File: src/rtl/uart_tx_arbiter.sv
// Round-robin scheduler sharing one uart_tx between NREQ byte producers; all outputs registered.
// Define UART_TX_ARB_TIMEOUT_EN to add a tx_done_tick watchdog (sticky o_timeout_err).
module uart_tx_arbiter #(
  parameter int NREQ    = 4,
  parameter int DBIT    = 8,
  parameter int TIMEOUT = 65535
) (
  input  logic                     i_clk,
  input  logic                     i_reset,
  input  logic [NREQ-1:0]          i_req_valid,
  input  logic [NREQ*DBIT-1:0]     i_req_data,
  output logic [NREQ-1:0]          o_req_ready,
  output logic                     o_tx_start,
  output logic [DBIT-1:0]          o_tx_din,
  input  logic                     i_tx_done_tick,
  output logic [$clog2(NREQ)-1:0]  o_grant_id,
  output logic                     o_busy,
  output logic                     o_done_tick,
  output logic                     o_timeout_err
);

  localparam int IDW = $clog2(NREQ);

  if (NREQ < 2 || NREQ > 8 || DBIT < 1 || TIMEOUT < 1) begin : g_bad_param
    $error("uart_tx_arbiter: parameter out of range");
  end

  typedef enum logic {
    S_IDLE,
    S_WAIT
  } state_t;

  state_t            r_state;
  logic [IDW-1:0]    r_last;
  logic [NREQ-1:0]   r_req_ready;
  logic              r_tx_start;
  logic [DBIT-1:0]   r_tx_din;
  logic [IDW-1:0]    r_grant_id;
  logic              r_busy;
  logic              r_done_tick;
  logic              r_timeout_err;

  logic              w_hi_found;
  logic              w_lo_found;
  logic [IDW-1:0]    w_hi;
  logic [IDW-1:0]    w_lo;
  logic              w_found;
  logic [IDW-1:0]    w_win;
  logic [NREQ-1:0]   w_win_onehot;
  logic [DBIT-1:0]   w_win_data;
  logic              w_done;

  // Rotating priority as two passes: lowest valid index above r_last first,
  // otherwise lowest valid index at or below r_last (wrap-around).
  always_comb begin
    w_hi_found = 1'b0;
    w_lo_found = 1'b0;
    w_hi       = '0;
    w_lo       = '0;
    for (int i = NREQ - 1; i >= 0; i--) begin
      if (i_req_valid[i]) begin
        if (IDW'(i) > r_last) begin
          w_hi_found = 1'b1;
          w_hi       = IDW'(i);
        end else begin
          w_lo_found = 1'b1;
          w_lo       = IDW'(i);
        end
      end
    end
    w_found = w_hi_found | w_lo_found;
    w_win   = w_hi_found ? w_hi : w_lo;
  end

  always_comb begin
    w_win_onehot = '0;
    w_win_data   = '0;
    for (int i = 0; i < NREQ; i++) begin
      if (w_win == IDW'(i)) begin
        w_win_onehot[i] = 1'b1;
        w_win_data      = i_req_data[i*DBIT +: DBIT];
      end
    end
  end

  // A tick coinciding with the start pulse belongs to no frame of ours.
  assign w_done = i_tx_done_tick & ~r_tx_start;

`ifdef UART_TX_ARB_TIMEOUT_EN
  localparam int TMO_W = $clog2(TIMEOUT + 1);
  logic [TMO_W-1:0] r_tmo_cnt;
`endif

  always_ff @(posedge i_clk or negedge i_reset) begin
    if (!i_reset) begin
      r_state       <= S_IDLE;
      r_last        <= IDW'(NREQ - 1);
      r_req_ready   <= '0;
      r_tx_start    <= 1'b0;
      r_tx_din      <= '0;
      r_grant_id    <= '0;
      r_busy        <= 1'b0;
      r_done_tick   <= 1'b0;
      r_timeout_err <= 1'b0;
`ifdef UART_TX_ARB_TIMEOUT_EN
      r_tmo_cnt     <= '0;
`endif
    end else begin
      r_req_ready <= '0;
      r_tx_start  <= 1'b0;
      r_done_tick <= 1'b0;
      case (r_state)
        S_IDLE: begin
          if (w_found) begin
            r_state     <= S_WAIT;
            r_req_ready <= w_win_onehot;
            r_tx_start  <= 1'b1;
            r_tx_din    <= w_win_data;
            r_grant_id  <= w_win;
            r_last      <= w_win;
            r_busy      <= 1'b1;
`ifdef UART_TX_ARB_TIMEOUT_EN
            r_tmo_cnt   <= '0;
`endif
          end
        end
        S_WAIT: begin
          if (w_done) begin
            r_state     <= S_IDLE;
            r_busy      <= 1'b0;
            r_done_tick <= 1'b1;
`ifdef UART_TX_ARB_TIMEOUT_EN
          end else if (r_tmo_cnt == TMO_W'(TIMEOUT - 1)) begin
            // Frame abandoned: byte dropped, pointer already advanced at grant.
            r_state       <= S_IDLE;
            r_busy        <= 1'b0;
            r_timeout_err <= 1'b1;
          end else begin
            r_tmo_cnt <= r_tmo_cnt + 1'b1;
`endif
          end
        end
        default: r_state <= S_IDLE;
      endcase
    end
  end

  assign o_req_ready = r_req_ready;
  assign o_tx_start  = r_tx_start;
  assign o_tx_din    = r_tx_din;
  assign o_grant_id  = r_grant_id;
  assign o_busy      = r_busy;
  assign o_done_tick = r_done_tick;
`ifdef UART_TX_ARB_TIMEOUT_EN
  assign o_timeout_err = r_timeout_err;
`else
  assign o_timeout_err = 1'b0 & r_timeout_err;
`endif

endmodule

File: config.mk
export PLATFORM = sky130hd
export DESIGN_NAME = uart_tx_arbiter
export DESIGN_NICKNAME = d
export VERILOG_FILES = /design/src/rtl/uart_tx_arbiter.sv
export SDC_FILE = /design/constraint.sdc
export NUM_CORES = 1
export LEC_CHECK = 0
export ABC_AREA = 1
export BUFFER_PORTS_ARGS = -buffer_cell sky130_fd_sc_hd__buf_2
export CORE_AREA = 2 2 55 57
export DETAILED_ROUTE_END_ITERATION = 7
export DIE_AREA = 0 0 57 59
export PLACE_DENSITY = 0.75
export SKIP_CTS_REPAIR_TIMING = 1
export SYNTH_ARGS = -nofsm -noshare
export SYNTH_HDL_FRONTEND = slang
export SYNTH_SLANG_ARGS = --single-unit
export TNS_END_PERCENT = 5
File: constraint.sdc
create_clock -name i_clk -period 1.8 [get_ports i_clk]
set_clock_uncertainty 0.05 [all_clocks]
set_input_delay 0.45 -clock i_clk [delete_from_list [all_inputs] [get_ports i_clk]]
set_output_delay 0.45 -clock i_clk [all_outputs]
set_load 0.005 [all_outputs]
==> parameters.txt <==
Parameter                              Value

Run
  Max-cap check violation count ... 0

Global route
  Global route total overflow ... 0
  Vias in the first global route ... 1097
  Largest net degree at the start of global routing ... 21
  Number of antenna violations at the first check in global routing ... 0
  Global-route wire length before repair ... 4.60 mm
  GR Util All Layers ... 17.4%

STA
  Count of endpoints failing setup in the final report ... 6
  Clock period minus final worst setup slack ... 1.88 ns
  Achievable Freq ... 0.532 GHz
  Worst hold slack ... 0.0209 ns
  RSZ-0062 raised after global routing ... true
  Setup slack after layout ... -0.0781 ns
  Final number of max-transition violations ... 0
  Final Hold Violating Endpoints ... 0
  Final clock period utilization by the worst path ... 104%

Detailed routing
  Routed met1 length ... 1.23 mm
  Antenna-violating nets left ... 0
  Detailed-route wire length per cell ... 12.1 um
  Drt first-iter violations ... 21
  DRT Wirelength ... 2.92 mm
  Vias after detailed routing ... 1171
  First-pass detailed-route iteration total ... 4
  Highest routing layer actually used ... met4
  DRC errors left ... 0
  Wire length on met2 ... 1.48 mm
  Routed met3 length ... 166 um
  Average vias per placed instance ... 4.86

Power and ir drop
  Peak supply drop ... 0.834 mV
  Proportion of power drawn by combinational gates ... 56.7%
  Power density cells ... 1560 nW/um2
  Clock group share of total power ... 10.8%
  Int Power ... 0.00134 W
  Leakage power of the design ... 0.869 nW
  Switching power as a share of total power ... 44.3%
  Psw ... 0.00106 W
  Sequential share of power ... 32.5%

Logic synthesis
  Compound-cell area share of the yosys netlist ... 8.20%
  Seq cells post-synth ... 20
  Largest family of logic cells by synthesized area ... simple AND/OR/NAND/NOR gates
  Post-synthesis adder-cell area fraction ... 0%
  Post-synthesis mux area share ... 0%
  Mean cell area of the mapped netlist ... 7.78 um2
  Xor/xnor cell area share of the yosys netlist ... 0%
  Post-synth net total ... 190
  Post-synthesis sequential area ratio ... 42.8%
  Simple-gate share of the synthesized area ... 37.9%
  Cell area after synthesis ... 1170 um2
  Synthesized instance count ... 151
  Post-synth cell types ... 24
  Warning count from the yosys run ... 0

Critical path
  Startpoint type of the worst setup path ... flip-flop
  Endpoint type of the worst setup path ... flip-flop
  Worst EP arrival ... 2.03 ns
  R2r setup slk ... -0.08 ns
  Required time at the endpoint of the critical path ... 1.95 ns
  Max FO, Critical Path ... 13
  Length in cells of the worst reg-to-reg path ... 8
  Path type of the worst setup path ... flip-flop to flip-flop

Clock tree
  CTS root buf ... clkbuf_4
  Post-CTS clock slew at the launch and capture registers of the worst setup and hold paths ... 0.11 ns
  Number of CTS-inserted buffers ... 3
  Clock sinks ... 20
  Clock tree from TritonCTS ... done
  Number of levels in the clock H-tree ... 1
  Insertion delay of the later-clocked pin in the worst-skew pair ... 0.30 ns
  Clock tree buffer depth ... 2

Min path
  Class of the tightest hold or removal check ... primary input to asynchronous set/reset pin

Floorplanning
  Die span in y ... 59 um
  DIE AREA ... 3360 um2
  Initial core utilization ... 43.4%
  Chip Width ... 57 um
  Count of boundary I/O pins ... 57
  Row cnt ... 19
  CORE AREA ... 2710 um2

Cells and area
  P&R area growth vs syn ... 31.6%
  Number of nets in the layout ... 250
  Commonest non-fill, non-tap cell in the layout ... buf_2
  Final-layout fill cell count ... 258
  Layout cells sized above 1 ... 41.9%
  Post-route non-filler standard cell count ... 241
  Commonest cells after routing, fill and taps aside ... buf_2 (55), nand2_1 (42), nand3_1 (20)
  ANT cells ... 0

Placement
  Count of port buffers added during placement ... 55
  Placed cells ... 237
  Global placement routability congestion ... 0.893
  HPWL after DPL ... 2.18 mm

Run status
  Status ... finished with violations
  Violated checks ... negative setup slack
[critical path: stages (launching register included)]
cell	delay [ns]
dfstp_2	0.59
nand3_1	0.16
o21ai_2	0.14
inv_2	0.08
o21ai_4	0.23
nand2_8	0.12
or2_1	0.24
nand3_1	0.09
nand2_1	0.06
[power groups by stage]
stage / clock network [W] / logic (W) / registers, W
final: 0.000260 / 0.00136 / 0.000782
after CTS: 0.000263 / 0.00130 / 0.000776
after detailed placement: 0 / 0.00130 / 0.000782
after global placement: 0 / 0.00127 / 0.000783
after floorplan: 0 / 0.000905 / 0.000790
after global routing: 0.000292 / 0.00153 / 0.000800
[layout make-up]
cell class              count  area, um2  share of cell area, %
well taps                  31       38.8                   2.51
flip-flops and latches     20        503                   32.5
clock buffers               4       36.3                   2.35
multi-input cells         108        577                   37.3
repair buffers             61        328                   21.2
inverters                  17       63.8                   4.13
[logic make-up (layout without fill, tap and decap cells)]
kind of cell / Yosys count / count (layout)
other cells: 1 / 1
compound gates: 14 / 14
simple gates: 93 / 93
flops: 20 / 20
buf+inv: 23 / 82
[sequential cells by signal, summed over array words and instances, names as in the netlist]
register     cells
o_busy           1
o_done_tick      1
o_grant_id       2
o_req_ready      4
o_tx_din         8
o_tx_start       1
r_last           2
r_state          1
[metrics by stage]
step	total power, W	setup slack [ns]	instance area (um2)	TNS (ns)	utilization [%]
4_1_cts	0.00234	-0.0277	1510	-0.0461	55.6
3_3_place_gp	0.00206	0.0288	1470	0	54.3
3_5_place_dp	0.00208	-0.0243	1470	-0.0636	54.3
5_1_grt	0.00262	-0.157	1550	-1.11	57.1
2_1_floorplan	0.00169	0.161	1170	0	-
6_report	0.00241	-0.0781	1550	-0.113	57.1
[cell usage after synthesis (all sizes together)]
library cell	count	area [um2]
a21oi	1	5.00
buf	5	48.8
clkbuf	1	13.8
conb	1	3.75
dfrtp	18	450
dfstp	2	52.6
inv	17	63.8
nand2	49	206
nand3	21	110
nand4	6	52.6
nor2	14	60.1
nor3	2	10.0
o21ai	13	91.3
or2	1	6.26
[per-layer routing]
metal | track usage, % | up-vias
met5 | 0 | -
met1 | 22.0 | 515
met4 | 8.31 | 0
li1 | - | 600
met3 | 2.18 | 6
met2 | 29.9 | 50
[final timing paths]
kind,start,to
worst min-delay path,i_reset,o_tx_start
worst min register to register,r_state,o_req_ready[3]
max in group asynchronous,i_reset,r_last[1]
min in group i_clk,i_tx_done_tick,o_done_tick
worst max register to register,r_last[1],o_tx_din[7]
worst max-delay path,r_last[1],o_tx_din[7]
No activity file was read; power rests on OpenSTA's default activity.
